## src/rtl/async_fifo_wr_arbiter.sv

```systemverilog
// Round-robin write-port arbiter feeding an async FIFO's write side, burst-limited grants.
// Optional per-requester beat counters: define ASYNC_FIFO_WR_ARB_STATS_EN.
module async_fifo_wr_arbiter #(
    parameter int unsigned  NUM_REQ   = 4,
    parameter int unsigned  WIDTH     = 8,
    parameter int unsigned  MAX_BURST = 4,
    localparam int unsigned ID_W      = ($clog2(NUM_REQ) > 1) ? $clog2(NUM_REQ) : 1,
    localparam int unsigned BC_W      = $clog2(MAX_BURST + 1)
) (
    input  logic                     w_clk,
    input  logic                     w_rst,
    input  logic [NUM_REQ-1:0]       req_valid,
    input  logic [NUM_REQ*WIDTH-1:0] req_data,
    output logic [NUM_REQ-1:0]       req_ready,
    input  logic                     full,
    output logic                     w_en,
    output logic [WIDTH-1:0]         data_in,
    output logic                     grant_valid,
    output logic [ID_W-1:0]          grant_id
`ifdef ASYNC_FIFO_WR_ARB_STATS_EN
    ,
    input  logic                     stat_clr,
    output logic [NUM_REQ*16-1:0]    stat_cnt
`endif
);

    typedef enum logic [0:0] {StIdle, StBurst} state_t;

    state_t           r_state;
    logic             r_grant_valid;
    logic [ID_W-1:0]  r_grant_id;
    logic [ID_W-1:0]  r_rr_ptr;
    logic [BC_W-1:0]  r_beat_cnt;

    state_t           w_state_nxt;
    logic             w_grant_valid_nxt;
    logic [ID_W-1:0]  w_grant_id_nxt;
    logic [ID_W-1:0]  w_rr_ptr_nxt;
    logic [BC_W-1:0]  w_beat_cnt_nxt;

    logic             w_sel_found;
    logic [ID_W-1:0]  w_sel_id;
    logic             w_gnt_req_valid;
    logic [WIDTH-1:0] w_gnt_req_data;
    logic             w_accept;
    logic             w_last_beat;

    // First requesting index at or above rr_ptr, wrapping around.
    always_comb begin
        w_sel_found = 1'b0;
        w_sel_id    = '0;
        for (int unsigned i = 0; i < NUM_REQ; i++) begin
            if (!w_sel_found && req_valid[(32'(r_rr_ptr) + i) % NUM_REQ]) begin
                w_sel_found = 1'b1;
                w_sel_id    = ID_W'((32'(r_rr_ptr) + i) % NUM_REQ);
            end
        end
    end

    always_comb begin
        w_gnt_req_valid = 1'b0;
        w_gnt_req_data  = '0;
        for (int unsigned i = 0; i < NUM_REQ; i++) begin
            if (r_grant_id == ID_W'(i)) begin
                w_gnt_req_valid = req_valid[i];
                w_gnt_req_data  = req_data[i*WIDTH +: WIDTH];
            end
        end
    end

    // Reset masks the beat so nothing reaches the FIFO while state is being cleared.
    assign w_accept    = r_grant_valid & w_gnt_req_valid & ~full & ~w_rst;
    assign w_last_beat = (r_beat_cnt == BC_W'(MAX_BURST - 1));

    always_comb begin
        for (int unsigned i = 0; i < NUM_REQ; i++) begin
            req_ready[i] = w_accept && (r_grant_id == ID_W'(i));
        end
    end

    assign w_en        = w_accept;
    assign data_in     = (r_grant_valid && !w_rst) ? w_gnt_req_data : '0;
    assign grant_valid = r_grant_valid;
    assign grant_id    = r_grant_id;

    always_comb begin
        w_state_nxt       = r_state;
        w_grant_valid_nxt = r_grant_valid;
        w_grant_id_nxt    = r_grant_id;
        w_rr_ptr_nxt      = r_rr_ptr;
        w_beat_cnt_nxt    = r_beat_cnt;
        unique case (r_state)
            StIdle: begin
                if (w_sel_found) begin
                    w_state_nxt       = StBurst;
                    w_grant_valid_nxt = 1'b1;
                    w_grant_id_nxt    = w_sel_id;
                    w_beat_cnt_nxt    = '0;
                end
            end
            StBurst: begin
                if (!w_gnt_req_valid || (w_accept && w_last_beat)) begin
                    w_state_nxt       = StIdle;
                    w_grant_valid_nxt = 1'b0;
                    w_rr_ptr_nxt      = (r_grant_id == ID_W'(NUM_REQ - 1)) ? '0
                                                                         : r_grant_id + ID_W'(1);
                end else if (w_accept) begin
                    w_beat_cnt_nxt = r_beat_cnt + BC_W'(1);
                end
            end
            default: begin
                w_state_nxt       = StIdle;
                w_grant_valid_nxt = 1'b0;
            end
        endcase
    end

    always_ff @(posedge w_clk) begin
        if (w_rst) begin
            r_state       <= StIdle;
            r_grant_valid <= 1'b0;
            r_grant_id    <= '0;
            r_rr_ptr      <= '0;
            r_beat_cnt    <= '0;
        end else begin
            r_state       <= w_state_nxt;
            r_grant_valid <= w_grant_valid_nxt;
            r_grant_id    <= w_grant_id_nxt;
            r_rr_ptr      <= w_rr_ptr_nxt;
            r_beat_cnt    <= w_beat_cnt_nxt;
        end
    end

`ifdef ASYNC_FIFO_WR_ARB_STATS_EN
    logic [15:0] r_stat_cnt [NUM_REQ];

    // Clear takes priority over a same-cycle beat; counters stick at all-ones.
    always_ff @(posedge w_clk) begin
        for (int unsigned i = 0; i < NUM_REQ; i++) begin
            if (w_rst || stat_clr) begin
                r_stat_cnt[i] <= '0;
            end else if (req_ready[i] && (r_stat_cnt[i] != 16'hFFFF)) begin
                r_stat_cnt[i] <= r_stat_cnt[i] + 16'd1;
            end
        end
    end

    always_comb begin
        for (int unsigned i = 0; i < NUM_REQ; i++) begin
            stat_cnt[i*16 +: 16] = r_stat_cnt[i];
        end
    end
`else
    // Statistics counters compiled out.
`endif

endmodule

```

## config.mk

```make
export PLATFORM = sky130hd
export DESIGN_NAME = async_fifo_wr_arbiter
export DESIGN_NICKNAME = d
export VERILOG_FILES = /design/src/rtl/async_fifo_wr_arbiter.sv
export SDC_FILE = /design/constraint.sdc
export NUM_CORES = 1
export LEC_CHECK = 0
export CAP_MARGIN = 20
export CORE_MARGIN = 5
export CORE_UTILIZATION = 38
export CTS_CLUSTER_DIAMETER = 80
export CTS_CLUSTER_SIZE = 28
export DETAILED_ROUTE_END_ITERATION = 8
export PLACE_DENSITY = 0.8
export SYNTH_ARGS = -nofsm -noshare
export SYNTH_HDL_FRONTEND = slang
export SYNTH_SLANG_ARGS = --single-unit
```

## constraint.sdc

```tcl
create_clock -name w_clk -period 3 [get_ports w_clk]
set_clock_uncertainty 0.2 [all_clocks]
set_input_delay 0.3 -clock w_clk [delete_from_list [all_inputs] [get_ports w_clk]]
set_output_delay 0.3 -clock w_clk [all_outputs]
set_load 0.05 [all_outputs]
```

==> results of run 1 <==
-- layout make-up --
class | instances | share of cell area [%]
multi-input combinational | 107 | 42.19
sequential | 9 | 10.80
clock buffer | 4 | 1.533
tap | 30 | 2.190
inverter | 9 | 1.971
timing repair buffer | 59 | 41.31
-- power groups by stage --
stage,clock [mW],sequential [mW],combinational [mW]
floorplan,0,0.159,0.165
global placement,0,0.145,0.313
detailed placement,0,0.146,0.321
CTS,0.0936,0.144,0.322
global route,0.0982,0.146,0.346
finish,0.0882,0.144,0.321
-- worst paths after layout --
| check | end | depth (start not counted) |
|---|---|---|
| worst max-delay path | req_ready[1] | 7 |
| worst min-delay path | r_beat_cnt[0] | 1 |
| worst max register to register | r_beat_cnt[2] | 6 |
| worst min register to register | r_beat_cnt[0] | 1 |
-- stage by stage --
step	cells	hold slack, ps	utilization, %	worst slack [ps]
6_report	218	287.1	70.47	172.7
2_1_floorplan	133	244.1	-	33.13
4_1_cts	218	290.4	70.47	163.3
3_3_place_gp	214	263.9	69.39	475.6
3_5_place_dp	214	279.3	69.39	416.7
5_1_grt	218	302.7	70.47	16.98
-- synthesized netlist by cell type (all sizes together) --
master / n / area share [%]
nand3: 2 / 1.1
or2: 1 / 0.66
o21ai: 3 / 1.6
o22ai: 8 / 5.3
nor3b: 2 / 1.6
nand3b: 11 / 8.7
or4: 3 / 2.4
a2111oi: 1 / 2.9
nor4: 2 / 2.0
and3b: 1 / 0.92
buf: 1 / 0.53
a221oi: 3 / 2.8
a21oi: 22 / 12
o41a: 1 / 1.2
nor3: 3 / 2.1
mux2i: 3 / 3.2
o221ai: 1 / 0.92
a21o: 1 / 0.79
dfxtp: 9 / 19
a211o: 1 / 0.92
clkbuf: 7 / 2.8
or3: 1 / 0.66
inv: 9 / 3.6
nand2: 19 / 7.5
nand2b: 5 / 3.3
o41ai: 1 / 0.92
nor2: 2 / 0.79
and2: 4 / 2.6
ha: 6 / 7.9
-- kinds of logic (layout without fill, tap and decap cells) --
| logic type | Yosys count | count (layout) | synth area share, % |
|---|---|---|---|
| simple gates | 56 | 56 | 34.26 |
| compound gates | 42 | 42 | 28.86 |
| buf+inv | 17 | 72 | 6.851 |
| flops | 9 | 9 | 18.97 |
| fa+ha+maj | 6 | 6 | 7.905 |
| mux | 3 | 3 | 3.162 |
-- state kept, by name (all words and copies together) (netlist names) --
name / count
grant_valid: 1
r_beat_cnt: 3
r_state: 1
grant_id: 2
r_rr_ptr: 2
-- worst register-to-register path, stage by stage, from the launching register on --
cell and delay, ps:
dfxtp_4 370, inv_1 60, ha_1 330, and3b_1 270, a2111oi_4 580, nor3_2 170
mux2i_1 160
-- per-layer routing --
layer / GRT usage (%) / vias up / share of wire [%] / routed length [µm]
met5: 0 / - / 0 / 0
li1: - / 602 / - / -
met4: 6.962 / 0 / 1.8 / 63
met3: 2.592 / 8 / 11 / 394
met2: 34.41 / 64 / 46 / 1582
met1: 21.73 / 559 / 41 / 1414
==> flow_metrics.py, run 1 <==
metrics = {
    "outcome": {
        "status": "finished, final reports clean",
    },
    "route": {
        "drt-initial-drc-count": 95,
        "via_per_inst": 5.656,
        "route.detailed.drc": 0,
        "wl_per_cell_um": 15.85,
        "postRouteAntennaNets": 0,
        "wl_um": 3455,
        "firstDrtPassIters": 4,
        "num_vias": 1233,
    },
    "cells_and_area": {
        "num-fill-cells": 193,
        "mostFrequentLayoutCells": "41 x clkdlybuf4s50_1, 22 x a21oi_1, 19 x nand2_1",
        "final_common_cell": "clkdlybuf4s50_1",
        "seq_area_um2": 185.2,
        "num_antenna_cells": 0,
        "syn_to_final_growth_pct": 80.50,
        "final_area_um2": 1714,
        "multi_input_area_um2": 723.2,
        "nNetsFinal": 234,
        "layout-drive-gt1-share_pct": 16.49,
    },
    "worst_setup_path": {
        "arrival_ps": 2330,
        "timing.critical_path.from_type": "flop",
        "worstSetupPathType": "flop to primary output",
        "reg2reg_from": "grant_id[0]",
        "cp_cell_sequence": "inv_1 > ha_1 > and3b_1 > a2111oi_4 > nor4_4 > and2_4 > buf_12",
        "worst_path_largest_cell_delay_ps": 580,
        "cp-startpoint": "grant_id[0]",
        "cp_top_family": "simple AND/OR/NAND/NOR gates",
        "critPathSlowestCell": "a2111oi_4",
        "path_buf_inv": 2,
        "worstPathMaxFanout": 10,
        "crit_required_ps": 2500,
        "end_kind": "primary output",
        "r2r_setup_slack_ps": 750,
    },
    "grt": {
        "overflow": 0,
        "antenna_found_initial": 0,
        "first_global_vias": 1164,
        "grt_max_degree": 19,
        "grtUsageTotal_pct": 18.78,
        "grt_pass1_wl_um": 5168,
    },
    "logic_synthesis": {
        "netlist_area_um2": 949.7,
        "synth_seq_cells": 9,
        "post_synth.cell_area_avg_um2": 7.140,
        "synth_nets": 178,
        "yosysWarnings": 0,
        "synth_cell_types": 31,
        "yosysSeqAreaShare_pct": 18.97,
        "synthCells": 133,
    },
    "pwr": {
        "p_sw_share_pct": 39.36,
        "pwr-share-seq_pct": 26.0,
        "total_leakage_power_nw": 0.6259,
        "p_comb_share_pct": 58.0,
        "power_density_nw_per_um2": 322.9,
        "p_int_mw": 0.3357,
        "pwr-share-clk_pct": 15.9,
        "total_power_mw": 0.5536,
        "p_sw_mw": 0.2179,
        "peakVddDrop_uv": 303.5,
    },
    "worst_hold_path": {
        "hold_start": "r_beat_cnt[0]",
        "hold_path_class": "flop to flop",
    },
    "clock_network": {
        "cts_tree": "built",
        "cts-root-buf": "clkbuf_4",
        "cts_buffers": 3,
        "clock-sinks": 9,
        "path_clk_slew_ps": 50,
        "clk_path_buf_depth": 2,
        "postCtsSetupBuffers": 0,
        "ctsHoldBuffers": 0,
        "insertion_delay_ps": 250,
        "cts_resized": 0,
        "htreeDepth": 1,
    },
    "floorplanning": {
        "die_h_um": 59.99,
        "boundaryPins": 55,
        "fp-row-count": 18,
        "start_util_pct": 39.04,
        "die_w_um": 59.99,
        "core_um2": 2432,
        "die_area_um2": 3599,
    },
    "timing": {
        "max-slew-margin-rel_pct": 62.28,
        "fin_tns_setup_ps": 0,
        "hold_viol_final": 0,
        "setup_violations": 0,
        "rsz0062_at_grt": "no",
        "post-route-period-util_pct": 94.24,
        "slew_violations": 0,
        "fin_crit_ps": 2827,
        "fmax_mhz": 353.7,
        "tightest_slew_ps": 565.8,
    },
    "place": {
        "gp_congestion": 0.8349,
        "io_buffers": 54,
        "placed_area_um2": 1688,
        "dp_hpwl_um": 2824,
    },
    "flow_run": {
        "drv_cap": 0,
    },
}
(Power assumes the default switching activity.)
==> inputs of run 2 (changes only) <==
- ABC_CLOCK_PERIOD_IN_PS: not set -> 3000
==> results of run 2 <==
Same layout as run 1: the final DEF is identical, and so are final timing and power.
==> inputs of run 3 (changes only) <==
- CORE_MARGIN: 5 -> not set
==> run 3 against run 2 <==
Combinational power is essentially flat. Via count shrank 0.97%. Register-to-register slack gained 20 ps. Largest cell class unchanged. Cell area grew 0.29%. Sequential power is essentially flat. Clock-buffer cell count is the same. Power grew 1.4%. Clock power grew 8.2%. Global-route usage grew 4.3 points.
==> flow_metrics.py, run 3 (synthesis gave the netlist of run 1 again) <==
metrics = {
    "route": {
        "postRouteAntennaNets": 0,
        "num_vias": 1221,
        "wl_um": 3110,
        "firstDrtPassIters": 4,
        "route.detailed.drc": 0,
        "drt-initial-drc-count": 15,
        "wl_per_cell_um": 14.33,
        "via_per_inst": 5.627,
    },
    "pwr": {
        "peakVddDrop_uv": 276.9,
        "total_leakage_power_nw": 0.6307,
        "power_density_nw_per_um2": 326.4,
    },
    "cells_and_area": {
        "seq_area_um2": 185.2,
        "num_antenna_cells": 0,
        "multi_input_area_um2": 723.2,
        "layout-drive-gt1-share_pct": 16.93,
        "mostFrequentLayoutCells": "41 x clkdlybuf4s50_1, 22 x a21oi_1, 19 x nand2_1",
        "largest_reg_flops": 3,
        "final_common_cell": "clkdlybuf4s50_1",
        "nNetsFinal": 235,
        "num-fill-cells": 176,
        "syn_to_final_growth_pct": 81.03,
        "largest-register": "r_beat_cnt",
    },
    "clock_network": {
        "path_clk_slew_ps": 60,
        "cts_resized": 0,
        "htreeDepth": 1,
        "clock-sinks": 9,
        "postCtsSetupBuffers": 0,
        "insertion_delay_ps": 270,
        "clk_path_buf_depth": 2,
        "cts-root-buf": "clkbuf_4",
        "ctsHoldBuffers": 0,
        "cts_buffers": 3,
        "cts_tree": "built",
    },
    "timing": {
        "setup_violations": 0,
        "tightest_slew_ps": 584.3,
        "slew_violations": 0,
        "post-route-period-util_pct": 89.62,
        "fin_crit_ps": 2689,
        "rsz0062_at_grt": "no",
        "fin_tns_setup_ps": 0,
        "max-slew-margin-rel_pct": 60.96,
        "fmax_mhz": 371.9,
        "whs_ps": 285.4,
        "hold_viol_final": 0,
    },
    "worst_setup_path": {
        "timing.critical_path.from_type": "flop",
        "r2r_setup_slack_ps": 770,
        "critPathCapture": "req_ready[0]",
        "worstPathMaxFanout": 10,
        "cp-startpoint": "grant_id[0]",
        "critPathSlowestCell": "nor4_4",
        "reg2reg_from": "grant_id[0]",
        "crit_required_ps": 2500,
        "r2r-end": "grant_valid",
        "reg2regPathDepth": 7,
        "cp_cell_sequence": "inv_1 > ha_1 > and3b_1 > a2111oi_4 > nor4_4 > and2_4 > buf_12",
        "worstSetupPathType": "flop to primary output",
        "arrival_ps": 2190,
        "worst_path_largest_cell_delay_ps": 410,
        "end_kind": "primary output",
    },
    "floorplanning": {
        "boundaryPins": 55,
        "start_util_pct": 41.73,
        "die_h_um": 51.99,
        "fp-row-count": 17,
        "die_area_um2": 2703,
        "core_um2": 2276,
        "die_w_um": 51.99,
    },
    "grt": {
        "antenna_found_initial": 0,
        "first_global_vias": 1097,
        "grt_max_degree": 19,
        "overflow": 0,
        "grt_pass1_wl_um": 4712,
        "grtUsageTotal_pct": 23.09,
    },
    "flow_run": {
        "drv_cap": 0,
    },
    "outcome": {
        "status": "finished, final reports clean",
    },
    "place": {
        "dp_hpwl_um": 2400,
        "gp_congestion": 0.7770,
        "io_buffers": 54,
    },
    "worst_hold_path": {
        "hold_path_class": "flop to flop",
    },
}
[run 3: changes by cell type in the layout (fill, tap and decap cells not counted)]
| cell | before | now |
|---|---|---|
| buf_4 | 5 | 6 |
[run 3: cell type report]
cell class	count	area share [%]
timing repair buffer	60	41.63
multi-input combinational	107	42.07
inverter	9	1.965
sequential	9	10.77
tap	28	2.038
clock buffer	4	1.528
[run 3: power breakdown]
group	internal, mW	total [mW]	switching (mW)	leakage [nW]
clock network	0.0514	0.0954	0.0441	0.0150
logic	0.157	0.323	0.166	0.541
registers	0.131	0.143	0.0116	0.0748
total	0.340	0.561	0.221	0.631
[run 3: critical path, delay by kind of cell, from the launching register on]
kind,cells,cell delay (ps)
adder cells (fa/ha/maj),1,370
buffers and inverters,2,210
AND/OR/NAND/NOR,3,910
flip-flops,1,360
AO/OA/AOI/OAI,1,70
[run 3: per-stage QoR]
stage	worst slack, ps	util [%]	instance area (µm²)	power, mW	instances
3_5_place_dp	462.2	74.38	1693	0.4658	213
3_3_place_gp	505.3	74.38	1693	0.4585	213
2_1_floorplan	33.13	-	973.4	0.3242	133
4_1_cts	279.3	75.54	1719	0.5644	217
5_1_grt	197.4	75.54	1719	0.5926	217
6_report	311.3	75.54	1719	0.5611	217
[run 3: layer usage]
metal  wire length [µm]  up-vias  global-route usage, %
met5                  0        -                      0
met4                 22        0                  8.559
met3                272        2                  4.678
met2               1508       62                  43.16
met1               1307      557                  25.00
li1                   -      600                      -
[run 3: worst min-delay path by stage]
stage	start	to	slack (ps)	depth (start not counted)
global route	grant_id[1]	grant_id[1]	310	2
finish	grant_id[1]	grant_id[1]	290	2
CTS	grant_id[1]	grant_id[1]	290	2
detailed placement	grant_id[1]	grant_id[1]	280	2
global placement	r_beat_cnt[0]	r_beat_cnt[0]	260	1
floorplan	r_beat_cnt[0]	r_beat_cnt[0]	240	1
